$ cat src/rtl/exception_unit_pkg.sv
// Shared definitions for the exception unit: FSM states, cause codes,
// status bit positions and the saturating counter helper.
package exception_unit_pkg;

  typedef enum logic [1:0] {
    ST_RUN  = 2'd0,
    ST_TAKE = 2'd1,
    ST_WAIT = 2'd2
  } state_e;

  localparam logic [1:0] CAUSE_IRQ   = 2'd0;
  localparam logic [1:0] CAUSE_OVF   = 2'd1;
  localparam logic [1:0] CAUSE_UNDEF = 2'd2;
  localparam logic [1:0] CAUSE_TRAP  = 2'd3;

  localparam int unsigned ST_CUR  = 0;
  localparam int unsigned ST_PREV = 1;
  localparam int unsigned ST_OLD  = 2;

  function automatic logic [15:0] sat_inc16(input logic [15:0] v);
    return (v == 16'hFFFF) ? v : v + 16'd1;
  endfunction

endpackage

$ cat src/rtl/exception_unit_status_stack.sv
// Three-deep interrupt-enable stack {old, prev, cur}.
// Push beats pop, pop beats a software write.
module exception_unit_status_stack
  import exception_unit_pkg::*;
#(
  parameter logic RESET_IE = 1'b0
) (
  input  logic       clk,
  input  logic       rst_n,
  input  logic       push,
  input  logic       pop,
  input  logic       we,
  input  logic [2:0] wdata,
  output logic [2:0] status
);

  logic [2:0] status_d;
  logic [2:0] status_q;

  // Next stack value: push clears cur, pop restores from the deeper entries.
  always_comb begin
    status_d = status_q;
    if (push) begin
      status_d = {status_q[ST_PREV], status_q[ST_CUR], 1'b0};
    end else if (pop) begin
      status_d = {status_q[ST_OLD], status_q[ST_OLD], status_q[ST_PREV]};
    end else if (we) begin
      status_d = wdata;
    end else begin
      status_d = status_q;
    end
  end

  // Stack register with synchronous reset.
  always_ff @(posedge clk) begin
    if (!rst_n) begin
      status_q <= {2'b00, RESET_IE};
    end else begin
      status_q <= status_d;
    end
  end

  assign status = status_q;

endmodule

$ cat src/rtl/exception_unit.sv
// Exception selection, EPC/cause capture and fetch redirect with a
// valid/ready handshake; also executes rfe as a stack pop plus return redirect.
module exception_unit
  import exception_unit_pkg::*;
#(
  parameter logic [31:0] VECTOR_ADDR = 32'h0000_0080,
  parameter logic        RESET_IE    = 1'b0
) (
  input  logic        clk,
  input  logic        rst_n,
  input  logic        instr_valid,
  input  logic [31:0] pc,
  input  logic        no_define,
  input  logic        trap_sign,
  input  logic        ovf,
  input  logic        rfe,
  input  logic        ext_irq,
  input  logic        status_we,
  input  logic [2:0]  status_wdata,
  output logic        redirect_valid,
  output logic [31:0] redirect_pc,
  input  logic        redirect_ready,
  output logic        flush,
  output logic        stall,
  output logic [31:0] epc,
  output logic [1:0]  cause,
  output logic [2:0]  status,
  output logic [15:0] exc_count
);

  state_e      state_d, state_q;
  logic        redirect_valid_d, redirect_valid_q;
  logic [31:0] redirect_pc_d, redirect_pc_q;
  logic        flush_d, flush_q;
  logic [31:0] epc_d, epc_q;
  logic [1:0]  cause_d, cause_q;
  logic [15:0] exc_count_d, exc_count_q;
  logic        push_s, pop_s, we_s;
  logic        sync_exc_s;

  assign sync_exc_s = instr_valid && (no_define || ovf || trap_sign);

  // Next-state and register updates; inputs only matter while in RUN.
  always_comb begin
    state_d          = state_q;
    redirect_valid_d = redirect_valid_q;
    redirect_pc_d    = redirect_pc_q;
    flush_d          = 1'b0;
    epc_d            = epc_q;
    cause_d          = cause_q;
    exc_count_d      = exc_count_q;
    push_s           = 1'b0;
    pop_s            = 1'b0;
    we_s             = 1'b0;
    case (state_q)
      ST_RUN: begin
        redirect_valid_d = 1'b0;
        if (sync_exc_s) begin
          push_s           = 1'b1;
          state_d          = ST_TAKE;
          redirect_valid_d = 1'b1;
          flush_d          = 1'b1;
          redirect_pc_d    = VECTOR_ADDR;
          epc_d            = pc + 32'd4;
          exc_count_d      = sat_inc16(exc_count_q);
          if (no_define) begin
            cause_d = CAUSE_UNDEF;
          end else if (ovf) begin
            cause_d = CAUSE_OVF;
          end else begin
            cause_d = CAUSE_TRAP;
          end
        end else if (instr_valid && rfe) begin
          // A coincident irq is deferred until the popped status is visible.
          pop_s            = 1'b1;
          state_d          = ST_TAKE;
          redirect_valid_d = 1'b1;
          flush_d          = 1'b1;
          redirect_pc_d    = epc_q;
        end else if (ext_irq && status[ST_CUR]) begin
          push_s           = 1'b1;
          state_d          = ST_TAKE;
          redirect_valid_d = 1'b1;
          flush_d          = 1'b1;
          redirect_pc_d    = VECTOR_ADDR;
          cause_d          = CAUSE_IRQ;
          exc_count_d      = sat_inc16(exc_count_q);
          if (instr_valid) begin
            epc_d = pc;
          end else begin
            epc_d = epc_q;
          end
        end else begin
          we_s = status_we;
        end
      end
      ST_TAKE, ST_WAIT: begin
        if (redirect_ready) begin
          state_d          = ST_RUN;
          redirect_valid_d = 1'b0;
        end else begin
          state_d          = ST_WAIT;
          redirect_valid_d = 1'b1;
        end
      end
      default: begin
        state_d          = ST_RUN;
        redirect_valid_d = 1'b0;
      end
    endcase
  end

  // FSM and datapath registers.
  always_ff @(posedge clk) begin
    if (!rst_n) begin
      state_q          <= ST_RUN;
      redirect_valid_q <= 1'b0;
      redirect_pc_q    <= 32'h0000_0000;
      flush_q          <= 1'b0;
      epc_q            <= 32'h0000_0000;
      cause_q          <= 2'd0;
      exc_count_q      <= 16'd0;
    end else begin
      state_q          <= state_d;
      redirect_valid_q <= redirect_valid_d;
      redirect_pc_q    <= redirect_pc_d;
      flush_q          <= flush_d;
      epc_q            <= epc_d;
      cause_q          <= cause_d;
      exc_count_q      <= exc_count_d;
    end
  end

  exception_unit_status_stack #(
    .RESET_IE (RESET_IE)
  ) u_status_stack (
    .clk    (clk),
    .rst_n  (rst_n),
    .push   (push_s),
    .pop    (pop_s),
    .we     (we_s),
    .wdata  (status_wdata),
    .status (status)
  );

  assign redirect_valid = redirect_valid_q;
  assign redirect_pc    = redirect_pc_q;
  assign flush          = flush_q;
  assign stall          = (state_q != ST_RUN);
  assign epc            = epc_q;
  assign cause          = cause_q;
  assign exc_count      = exc_count_q;

endmodule

$ cat config.mk
export PLATFORM = sky130hd
export DESIGN_NAME = exception_unit
export DESIGN_NICKNAME = d
export VERILOG_FILES = /design/src/rtl/exception_unit_pkg.sv /design/src/rtl/exception_unit_status_stack.sv /design/src/rtl/exception_unit.sv
export SDC_FILE = /design/constraint.sdc
export NUM_CORES = 1
export LEC_CHECK = 0
export ABC_CLOCK_PERIOD_IN_PS = 4200
export CORE_AREA = 2 2 114 116
export CTS_BUF_LIST = sky130_fd_sc_hd__clkbuf_16
export CTS_CLUSTER_DIAMETER = 150
export CTS_CLUSTER_SIZE = 40
export DETAILED_ROUTE_END_ITERATION = 8
export DIE_AREA = 0 0 116 118
export PLACE_DENSITY = 0.57
export SYNTH_ARGS = -nofsm -noshare
export SYNTH_HDL_FRONTEND = slang
export SYNTH_HIERARCHICAL = 1
export SYNTH_SLANG_ARGS = --single-unit
$ cat constraint.sdc
create_clock -name clk -period 4.2 [get_ports clk]
set_clock_uncertainty 0.05 [all_clocks]
set_input_delay 0.84 -clock clk [delete_from_list [all_inputs] [get_ports clk]]
set_output_delay 0.84 -clock clk [all_outputs]
set_load 0.02 [all_outputs]
==> results of run 1 <==
==> worst max-delay path: stages <==
cell             delay, ns
clkdlybuf4s50_1       0.51
o41ai_1               0.48
nand2_1               0.15
nand2_1               0.42
buf_4                 0.38
a22oi_1               0.12
nor2_1                0.11
==> synth_stat cells (2+ instances only) <==
cell type  count  share of area (%)
nor3_1         6               0.74
and3_1        10                1.5
and4_1         7                1.5
mux2i_1        9                2.2
buf_4          2               0.37
nand2_1       23                2.1
o2111ai_1      3               0.65
ha_1           4                1.2
xor2_1        17                3.7
nor4_1         4               0.62
nand2b_1       6               0.93
nand3_1       17                2.1
nor2b_1        2               0.31
xnor2_1       21                4.6
inv_1          6               0.56
a211oi_1      14                2.6
nand4_1       15                2.3
a22oi_1       31                5.8
buf_2          4               0.50
nor4_2         2               0.62
clkbuf_1      20                1.9
a21oi_1       27                3.3
and2_1         5               0.77
o21ai_0       26                3.2
nor2_1        65                6.0
buf_1          2               0.19
dfxtp_1       89                 44
==> sequential cells by signal (all words and copies together) (netlist names) <==
register / flops
cause: 2
epc: 32
exc_count: 16
flush: 1
redirect_pc: 32
redirect_valid: 1
state_q: 2
u_status_stack/status: 3
==> report_power, final <==
part	switching (mW)	internal [mW]	leakage, nW	total (mW)
combinational	0.199	0.163	1.13	0.362
sequential	0.0386	0.889	0.726	0.927
clock	0.329	0.515	0.147	0.843
==> logic make-up after synthesis <==
family / share of synthesized area, %
AOI/OAI and AO/OA: 18.3
xor gates and xnor gates: 8.24
adders and majority gates: 1.24
buffers and inverters: 3.65
DFF: 44.1
muxes: 2.23
and+or+nand+nor: 22.3
==> metal layers <==
metal	wire, µm	GRT usage [%]
met5	0	0
met4	181	5.65
met3	719	4.53
met2	5440	28.0
met1	5440	22.9
==> final cells by class <==
class / count / area share [%]
Multi-Input combinational cell: 334 / 36.4
Tap cell: 172 / 3.71
Timing Repair Buffer: 137 / 23.4
Inverter: 8 / 0.517
Clock buffer: 9 / 3.88
Sequential cell: 89 / 30.7
Clock inverter: 6 / 1.44
==> worst max path at each step <==
| stage | slack [ns] | from | endpoint |
|---|---|---|---|
| after floorplan | 1.92 | ovf | u_status_stack/status[0] |
| after CTS | 1.39 | ovf | redirect_pc[23] |
| final | 1.40 | ovf | redirect_pc[23] |
| after detailed placement | 1.05 | ovf | redirect_pc[21] |
| after global routing | 1.20 | no_define | exc_count[8] |
| after global placement | 1.16 | no_define | redirect_pc[11] |
==> metrics by stage <==
step,cell area (µm²),setup slack [ns]
floorplan,4040,1.92
global placement,5500,1.16
detailed placement,5500,1.05
CTS,5810,1.39
global route,5810,1.20
finish,5810,1.40
==> results.py, run 1 <==
metrics = {
    "sta": {
        "post-route-min-period_ns": 2.80,
        "rsz0062_at_grt": "no",
        "maxSlewViolCount": 0,
        "fmax_mhz": 357,
        "finalSetupViolCount": 0,
        "fin_hold_ws_ns": 0.440,
        "relSlewSlack_pct": 53.2,
        "worst_pin_slew_ns": 0.700,
        "hold_viol": 0,
        "fin_crit_sh_pct": 66.7,
        "finalSetupTns_ns": 0,
    },
    "logic_synthesis": {
        "ys_types": 49,
        "yosysSeqAreaShare_pct": 44.1,
        "syn-num-nets": 508,
        "syn_area_um2": 4040,
        "async_flop_share_pct": 0,
        "synth-edff-count": 0,
        "ys_warn_count": 6,
        "syn_inst": 459,
        "ys_ff_latch": 89,
        "synth_ff_type": "dfxtp_1",
        "avgSynthCellArea_um2": 8.80,
    },
    "grt": {
        "grt_max_degree": 63,
        "grt_overflow": 0,
        "grt_pass1_vias": 3802,
        "grt_usage_pct": 17.5,
        "antenna_found_initial": 0,
        "grt_pass1_wl_mm": 19.3,
    },
    "min_path": {
        "min_path_cells": 2,
        "holdCritPathClass": "register to register",
        "hold_path_end": "state_q[1]",
        "holdCritStartpoint": "state_q[1]",
    },
    "final_layout": {
        "n_fill_cell": 1247,
        "antenna_cells": 0,
        "utilization_pct": 46.8,
        "fin_nets": 628,
        "seqCellArea_um2": 1780,
        "drive_gt1_share_pct": 5.49,
        "layout_common_cells": "132 x clkdlybuf4s50_1, 89 x dfxtp_1, 65 x nor2_1",
        "area_growth_pct": 43.7,
        "finalNonFillerCells": 755,
        "multiInputGateArea_um2": 2110,
        "layout_commonest_cell": "clkdlybuf4s50_1",
    },
    "status": {
        "status": "complete, no violations",
    },
    "die": {
        "rows": 41,
        "start_util_pct": 32.6,
        "io_pins": 133,
        "die_w_um": 116,
        "fp.coreArea_um2": 12400,
        "fp.dieH_um": 118,
        "dieArea_um2": 13700,
    },
    "drt": {
        "drtAntennaViolNets": 0,
        "vias_per_cell": 4.99,
        "drc_errors": 0,
        "wl_per_cell_um": 15.6,
        "drt_iter0_markers": 159,
        "dr.pass1.iters": 4,
        "vias": 3769,
        "drt_wl_total_mm": 11.8,
    },
    "place": {
        "io_buffer_count": 132,
        "dp.cells": 740,
        "gp_congestion": 0.801,
        "hpwl_mm": 8.42,
    },
    "worst_setup_path": {
        "reg2reg_slack_ns": 2.04,
        "r2r_start": "state_q[0]",
        "worstSetupEndpointType": "register",
        "path_class": "primary input to register",
        "crit_fanout": 22,
        "cp.required_ns": 4.42,
        "cp.arrival_ns": 3.02,
        "start_kind": "primary input",
        "r2r-end": "redirect_pc[23]",
        "rr_worst_depth": 6,
    },
    "cts": {
        "numCtsBuffers": 9,
        "cts_setup_buffers": 0,
        "clock_sink_count": 89,
        "cts_tree": "yes",
        "htree_levels": 3,
        "cts.clk_slew.worst_paths_ns": 0.06,
        "clock_path_buffers": 2,
        "root_buffer": "clkbuf_16",
        "ctsResizeCount": 0,
        "hold_buffers": 0,
        "clock_latency_ns": 0.34,
    },
    "pwr": {
        "power_leakage_nw": 2.00,
        "ir_worst_vdd_mv": 0.192,
        "pwr_density_cell_nw_per_um2": 367,
        "power.total_mw": 2.13,
    },
    "run": {
        "cap_violations": 0,
    },
}
Power figures use the tool's default switching activity.
==> run 2: changes to the inputs <==
Settings changed: ABC_CLOCK_PERIOD_IN_PS 4200 to 2570, PLACE_DENSITY 0.57 to 0.59.
Clock period 4.2 ns to 2.57 ns, I/O delays scaled along.
==> results.py, run 2 (same netlist as run 1, synthesis figures left out) <==
metrics = {
    "drt": {
        "drc_errors": 0,
        "drt_iter0_markers": 187,
        "drt_wl_total_mm": 11.7,
        "drtAntennaViolNets": 0,
        "dr.pass1.iters": 4,
        "vias_per_cell": 4.99,
        "wl_per_cell_um": 15.2,
        "vias": 3838,
    },
    "worst_setup_path": {
        "cp.arrival_ns": 1.81,
        "reg2reg_slack_ns": 0.61,
        "timing.critical_path.cells": "inv_1 -> ha_1 -> inv_1 -> clkdlybuf4s50_1",
        "start_kind": "register",
        "worst-path-buf-inv": 3,
        "cp_slowest_stage_delay_ns": 0.62,
        "cp_slowest_cell": "clkdlybuf4s50_1",
        "crit_fanout": 9,
        "cp.required_ns": 2.01,
        "path_delay_family": "buffers and inverters",
        "crit_top_cell": "inv_1",
        "path_class": "register to output port",
        "worstSetupEndpointType": "output port",
    },
    "cts": {
        "htree_levels": 3,
        "cts_setup_buffers": 0,
        "numCtsBuffers": 9,
        "hold_buffers": 0,
        "clock_sink_count": 89,
        "cts_tree": "yes",
        "clock_path_buffers": 2,
        "ctsResizeCount": 0,
        "clock_latency_ns": 0.34,
        "cts.clk_slew.worst_paths_ns": 0.06,
        "root_buffer": "clkbuf_16",
    },
    "grt": {
        "grt_pass1_vias": 3643,
        "antenna_found_initial": 0,
        "grt_usage_pct": 17.3,
        "grt_pass1_wl_mm": 18.8,
        "grt_max_degree": 63,
        "grt_overflow": 0,
    },
    "final_layout": {
        "utilization_pct": 47.6,
        "layout_commonest_cell": "clkdlybuf4s50_1",
        "fin_nets": 641,
        "area_growth_pct": 46.3,
        "layout_common_cells": "132 x clkdlybuf4s50_1, 89 x dfxtp_1, 65 x nor2_1",
        "antenna_cells": 0,
        "drive_gt1_share_pct": 7.37,
        "fin_area_um2": 5910,
    },
    "die": {
        "io_pins": 133,
        "dieArea_um2": 13700,
        "die_w_um": 116,
        "fp.dieH_um": 118,
        "fp.coreArea_um2": 12400,
        "rows": 41,
        "start_util_pct": 32.6,
    },
    "pwr": {
        "power.total_mw": 3.40,
        "ir_worst_vdd_mv": 0.277,
        "pwr-share-seq_pct": 44.7,
        "pwr_density_cell_nw_per_um2": 575,
        "p_switching_mw": 0.921,
        "p_clk_share_pct": 37.2,
        "combPwrFrac_pct": 18.1,
        "swShare_pct": 27.1,
        "p_int_mw": 2.48,
        "power_leakage_nw": 2.08,
    },
    "sta": {
        "worst_pin_slew_ns": 0.555,
        "rsz0062_at_grt": "no",
        "fin_crit_sh_pct": 92.2,
        "finalSetupViolCount": 0,
        "maxSlewViolCount": 0,
        "post-route-min-period_ns": 2.37,
        "hold_viol": 0,
        "finalSetupTns_ns": 0,
        "fmax_mhz": 422,
        "relSlewSlack_pct": 62.8,
    },
    "place": {
        "gp_congestion": 0.823,
        "dpl-instance-area_um2": 5630,
        "hpwl_mm": 8.43,
        "io_buffer_count": 132,
    },
    "min_path": {
        "holdCritPathClass": "register to register",
    },
    "run": {
        "cap_violations": 0,
    },
    "status": {
        "status": "complete, no violations",
    },
}
[run 2: final timing paths]
path | from | endpoint | cells past startpoint
max | state_q[0] | stall | 4
min | cause[1] | cause[1] | 2
max reg2reg | state_q[0] | exc_count[15] | 8
min reg2reg | cause[1] | cause[1] | 2
[run 2: tightest hold or removal path, cell delays in order (launching register included)]
cell and delay (ns):
dfxtp_1 0.31, o21ai_0 0.07, a21oi_1 0.06
[run 2: area by class of cell]
type | count | area (µm²)
Inverter | 8 | 30.0
Timing Repair Buffer | 150 | 1490
Clock buffer | 9 | 225
Clock inverter | 7 | 55.1
Sequential cell | 89 | 1780
Multi-Input combinational cell | 334 | 2110
Fill cell | 1253 | 6500
Tap cell | 172 | 215
[run 2: layer usage]
metal / track usage (%) / routed length, µm / vias to the layer above
li1: - / - / 1923
met1: 23.0 / 5460 / 1795
met4: 7.51 / 237 / 0
met5: 0 / 0 / -
met3: 3.91 / 650 / 14
met2: 26.8 / 5370 / 106
[run 2: through the flow]
stage / setup WS, ns / std cells / hold WS, ns
floorplan: 0.618 / 459 / 0.410
global placement: 0.104 / 753 / 0.423
detailed placement: 0.0256 / 753 / 0.432
CTS: 0.188 / 769 / 0.443
global route: 0.0769 / 769 / 0.472
finish: 0.201 / 769 / 0.443
[run 2: power by group through the flow]
stage               logic, mW  clock network [mW]  registers, mW
finish                  0.615                1.26           1.52
global route            0.669                1.35           1.53
CTS                     0.621                1.30           1.52
detailed placement      0.617                   0           1.55
global placement        0.613                   0           1.55
floorplan               0.221                   0           1.61
==> run 3: changes to the inputs <==
Settings changed: GPL_TIMING_DRIVEN from default to 1.
==> results of run 3 <==
No change in the layout: final DEF, timing and power equal those of run 2.
==> RTL change 1, RTL diff (flow settings as in run 3) <==
Re-encode `state_e` (3 states) as one-hot, 3 bits wide.
--- a/src/rtl/exception_unit_pkg.sv
+++ b/src/rtl/exception_unit_pkg.sv
@@ -2,10 +2,10 @@
 // status bit positions and the saturating counter helper.
 package exception_unit_pkg;
 
-  typedef enum logic [1:0] {
-    ST_RUN  = 2'd0,
-    ST_TAKE = 2'd1,
-    ST_WAIT = 2'd2
+  typedef enum logic [2:0] {
+    ST_RUN  = 3'b001,
+    ST_TAKE = 3'b010,
+    ST_WAIT = 3'b100
   } state_e;
 
   localparam logic [1:0] CAUSE_IRQ   = 2'd0;
Formal check against the unedited RTL: no difference found for any inputs over 4 cycles, from zero or initial values and one cycle with rst_n low; so few cycles prove little.
==> RTL change 1 against run 3 <==
Area after synthesis is 2.5% higher. Power up 8.9%. Worst setup slack improved by 0.13 ns. Utilization rose by 1.8 points. Final area rose by 3.8%. Register-to-register slack lost 0.09 ns. Critical path depth increased by 4. First-iteration DRC count grew 33%. Count of clock-buffer cells in the layout stayed put. Routed wire length hardly changed. Sequential cell count up 1. Critical path type is now input pin to register. Largest cell class unchanged.
==> RTL change 1: results (changes against run 3) <==
- Number of nets in the layout: 652 (+1.7%)
- Largest net degree at the start of global routing: 35 (-44%)
- Run status: complete, no violations
- Worst setup startpoint: instr_valid
- Number of cells in the finished layout apart from fillers: 782 (+1.7%)
- Synth cell count leaders: dfxtp_1 (90), nor2_1 (68), xnor2_1 (36)
- Width of the chip: 116 um (unchanged)
- Headroom to the max-slew limit: 74.15% (+11 points)
- DP Cell Count: 766 (+1.7%)
- Post-cts sizing count: 0 (unchanged)
- Crit path arrival time: 2.41 ns (+0.60 ns)
- Number of port buffers: 132 (unchanged)
- Number of cells on the worst hold path: 1 (-1)
- Post-place setup slack: -0.02151 ns (-0.04708 ns)
- Dominant synthesized flop cell: dfxtp_1
- Layout cell share with drive strength beyond 1: 12.46% (+5.1 points)
- Worst-case reg-to-reg path depth: 8 (unchanged)
- Antenna violations before repair: 0 (unchanged)
- Number of diodes: 0 (unchanged)
- First-pass GRT wire length: 18,760 um (about the same)
- Global-route total usage across every layer: 17.15% (-0.15 points)
- Min Clock Period, post-route: 2.240 ns (-0.1294 ns)
- Dominant cells by area after synthesis: dfxtp_1 (43%), xnor2_1 (7.6%), nor2_1 (6.2%)
- HPWL after detailed placement: 8770 um (+4.0%)
- Switching share of power: 24.78% (-2.3 points)
- Critical hold path startpoint: state_q[0]$_SDFFE_PN1P_
- Worst reg2reg startpoint: state_q[0]$_SDFFE_PN1P_
- Reg-to-reg critical path endpoint: epc[1]$_SDFFE_PN0P_
- Family with the most delay on the worst path: buffers and inverters
- Detailed Route WL: 11,700 um (about the same)
- P_leak: 2.095 nW (+0.58%)
- Met1 GRT Util: 21.74% (-1.2 points)
- Max H-tree Level: 3 (unchanged)
- Worst-path cell with the longest stage delay: clkdlybuf4s50_1
- Yosys synthesis warning count: 6 (unchanged)
- Share of synthesized area occupied by flip-flops and latches: 43.49% (-0.60 points)
- Syn nets: 509 (+0.20%)
- Worst min-delay path endpoint: state_q[2]$_SDFFE_PN0P_
- Number of DRC markers in iteration 0: 249 (+33%)
- Capture point of the critical path: epc[1]$_SDFFE_PN0P_
- Clock slew at reported path FFs: 0.06 ns (about the same)
- Final weighted congestion of routability-driven global placement: 0.8246 (+0.21%)
- Total number of vias: 3,847 (+0.23%)
- Met3 capacity usage during global routing: 5.664% (+1.8 points)
- Global-route met2 utilization: 27.56% (+0.80 points)
- Worst voltage drop across the vdd grid: 0.4194 mV (+52%)
- Cell count after synthesis: 462 (+0.65%)
- Highest cell delay on the worst timing path: 0.58 ns (-0.04 ns)
- Later-pin clock latency in the skew report: 0.34 ns (about the same)
- Flop2flop setup slack: 0.52 ns (-0.09 ns)
- Fraction of registers with async set/reset: 0% (unchanged)
- Crit Path Max Fanout: 33 (+24)
- Library cells used by synthesis: 49 (unchanged)
- First-pass iteration count of the detailed router: 4 (unchanged)
[RTL change 1: routing by layer]
layer	vias up	share of wire, %
li1	1931	-
met1	1785	44
met2	123	47
met3	8	7.2
met4	0	0.92
met5	-	0
[RTL change 1: area by class of cell]
cell class                 count  area [um^2]
timing repair buffer         161         1577
fill                        1220         6274
tap                          172        215.2
inverter                      13        48.80
sequential                    90         1802
clock buffer                   9        225.2
multi-input combinational    330         2133
clock inverter                 7        140.1
[RTL change 1: cell families after synthesis]
family                   Yosys count  synth area share, %
XOR/XNOR                          39                8.245
flip-flops                        90                43.49
AND/OR/NAND/NOR                  178                23.14
buffers and inverters             42                5.044
AO/OA/AOI/OAI                    102                17.31
adder cells (fa/ha/maj)            2               0.6040
multiplexers                       9                2.175
[RTL change 1: stage by stage]
step	power (mW)	utilization (%)	instance area [um^2]	TNS (ns)	hold slack, ns
3_5_place_dp	2.128	46.52	5776	-0.02446	0.4024
4_1_cts	3.758	49.47	6141	0	0.4083
6_report	3.701	49.47	6141	0	0.4150
3_3_place_gp	2.119	46.52	5776	-0.005602	0.3823
5_1_grt	3.855	49.47	6141	0	0.4308
2_1_floorplan	1.826	-	4143	0	0.3735
[RTL change 1: power groups by stage]
stage | logic (mW) | clock network, mW | registers [mW]
6_report | 0.586 | 1.61 | 1.51
5_1_grt | 0.634 | 1.70 | 1.52
4_1_cts | 0.590 | 1.66 | 1.51
3_5_place_dp | 0.586 | 0 | 1.54
3_3_place_gp | 0.578 | 0 | 1.54
2_1_floorplan | 0.231 | 0 | 1.60
==> RTL change 2, RTL diff (settings of run 3) <==
Made on the original files. `RESET_IE` is set to 1'b0 in 2 places; all go to 1'b1.
--- a/src/rtl/exception_unit_status_stack.sv
+++ b/src/rtl/exception_unit_status_stack.sv
@@ -3,7 +3,7 @@
 module exception_unit_status_stack
   import exception_unit_pkg::*;
 #(
-  parameter logic RESET_IE = 1'b0
+  parameter logic RESET_IE = 1'b1
 ) (
   input  logic       clk,
   input  logic       rst_n,
--- a/src/rtl/exception_unit.sv
+++ b/src/rtl/exception_unit.sv
@@ -4,7 +4,7 @@
   import exception_unit_pkg::*;
 #(
   parameter logic [31:0] VECTOR_ADDR = 32'h0000_0080,
-  parameter logic        RESET_IE    = 1'b0
+  parameter logic        RESET_IE    = 1'b1
 ) (
   input  logic        clk,
   input  logic        rst_n,
Check against the original RTL: not equivalent (a bounded check fails within 4 cycles, from zero or initial values and one cycle with rst_n low).
==> RTL change 2 against run 3 <==
Sequential cell count is the same. Power grew 4.1%. Final area grew 0.34%. Worst setup slack gained 0.0064 ns. Final cell count shrank 0.13%. First-iteration DRC count grew 25%. Area after synthesis is essentially flat. Fmax grew 0.27%. Die area is the same. Routed wire length grew 1.5%. Via count shrank 0.63%.
==> RTL change 2: results (changes against run 3) <==
- Run status: complete, no violations
- Post-cts sizing count: 0 (unchanged)
- Root Driver: clkbuf_16
- Worst Max-Slew Pin Slew: 0.5843 ns (+0.02886 ns)
- Largest net degree at the start of global routing: 63 (unchanged)
- Number of DRC markers in iteration 0: 233 (+25%)
- Global-route total usage across every layer: 17.88% (+0.57 points)
- Worst min-delay path endpoint: cause[1]$_SDFFE_PN0P_
- Critical hold path startpoint: cause[1]$_SDFFE_PN0P_
- Maximum clock path buffer count: 2 (unchanged)
- Crit path arrival time: approximately 1.8 ns
- Share of synthesized area occupied by flip-flops and latches: 44.10% (about the same)
- Number of port buffers: 132 (unchanged)
- Number of vias per cell after detailed routing: 4.966 (-0.50%)
- Crit Path Max Fanout: 9 (unchanged)
- Placement-stage cell area: 5658 um^2 (+0.42%)
- Final hold slack: 0.4365 ns (-0.006289 ns)
- DP Cell Count: 753 (unchanged)
- Library cells used by synthesis: 50 (+2.0%)
- Synth cell count leaders: dfxtp_1 (89), nor2_1 (65), a22oi_1 (31)
- Final weighted congestion of routability-driven global placement: 0.8042 (-2.3%)
- CTS buffer count: 9 (unchanged)
- Total number of vias: 3,814 (-0.63%)
- Worst-path cell with the longest stage delay: clkdlybuf4s50_1
- Layout cell share with drive strength beyond 1: 7.550% (+0.18 points)
- Worst reg2reg startpoint: state_q[0]$_SDFFE_PN0P_
- Dominant cells by area after synthesis: dfxtp_1 (44%), nor2_1 (6.0%), a22oi_1 (5.8%)
- HPWL after detailed placement: 8764 um (+4.0%)
- Flop2flop setup slack: 0.50 ns (-0.11 ns)
- Highest cell delay on the worst timing path: around 0.61 ns
- Worst voltage drop across the vdd grid: 0.4996 mV (+81%)
- Switching share of power: 28.15% (+1.0 points)
- Path class of the lowest-slack min-delay path: register to register
- Cell count after synthesis: 459 (unchanged)
- Later-pin clock latency in the skew report: 0.34 ns (about the same)
- First-pass GRT wire length: 19,430 um (+3.6%)
- Number of diodes: 0 (unchanged)
- Detailed Route WL: 11,880 um (+1.5%)
- Antenna violations before repair: 0 (unchanged)
- Worst-case reg-to-reg path depth: 9 (+1)
- Yosys synthesis warning count: 6 (unchanged)
- P_leak: 2.082 nW (about the same)
RTL change 2: cell types whose count changed in the layout (fill, tap and decap cells not counted), sizes merged:
cell / delta
mux2i: -1
o21ai: -1
nand4: +1
nand4b: -1
nand2: +1
mux2: +1
clkinv: +1
o211ai: +1
and3: -1
inv: -2
RTL change 2: worst max path at each step:
| stage | start | to | depth (start not counted) |
|---|---|---|---|
| finish | state_q[0]$_SDFFE_PN0P_ | stall | 4 |
| CTS | state_q[0]$_SDFFE_PN0P_ | stall | 4 |
| detailed placement | ovf | u_status_stack/status[0]$_SDFFE_PN1P_ | 7 |
| global route | state_q[0]$_SDFFE_PN0P_ | stall | 4 |
| floorplan | rfe | u_status_stack/status[0]$_SDFFE_PN1P_ | 6 |
| global placement | ovf | u_status_stack/status[0]$_SDFFE_PN1P_ | 7 |
RTL change 2: cell families after synthesis:
family          Yosys count  synth area share, %
mux                       9                2.261
flops                    89                44.10
xor+xnor                 38                8.238
fa+ha+maj                 4                1.239
buf+inv                  36                3.654
compound gates          112                18.33
simple gates            171                22.17
RTL change 2: per-layer routing:
metal,wire [um],vias to the layer above,global-route usage [%]
li1,-,1917,-
met1,5422,1782,22.89
met5,0,-,0
met3,757,9,6.025
met4,113,0,4.390
met2,5588,106,28.84
RTL change 2: through the flow:
step	utilization (%)	setup WS, ns
after floorplan	-	0.6334
after global placement	45.58	0.04918
after detailed placement	45.58	0.01836
after CTS	47.80	0.1893
after global routing	47.80	0.09255
final	47.80	0.2071
RTL change 2: final cells by class:
type	instances	area [um^2]
Timing Repair Buffer	150	1519
Multi-Input combinational cell	334	2112
Clock buffer	9	225.2
Clock inverter	6	51.30
Tap cell	172	215.2
Fill cell	1215	6480
Sequential cell	89	1782
Inverter	8	30.03
RTL change 2: power groups by stage:
stage	sequential (mW)	clock [mW]	combinational, mW
after floorplan	1.66	0	0.266
after global placement	1.58	0	0.723
after detailed placement	1.58	0	0.734
after CTS	1.55	1.30	0.737
after global routing	1.56	1.36	0.791
final	1.55	1.26	0.730
RTL change 2: critical path, delay by kind of cell, from the launching register on:
family / cells / cell delay (ns)
adder cells (fa/ha/maj): 1 / 0.31
buffers and inverters: 3 / 0.81
flip-flops: 1 / 0.34
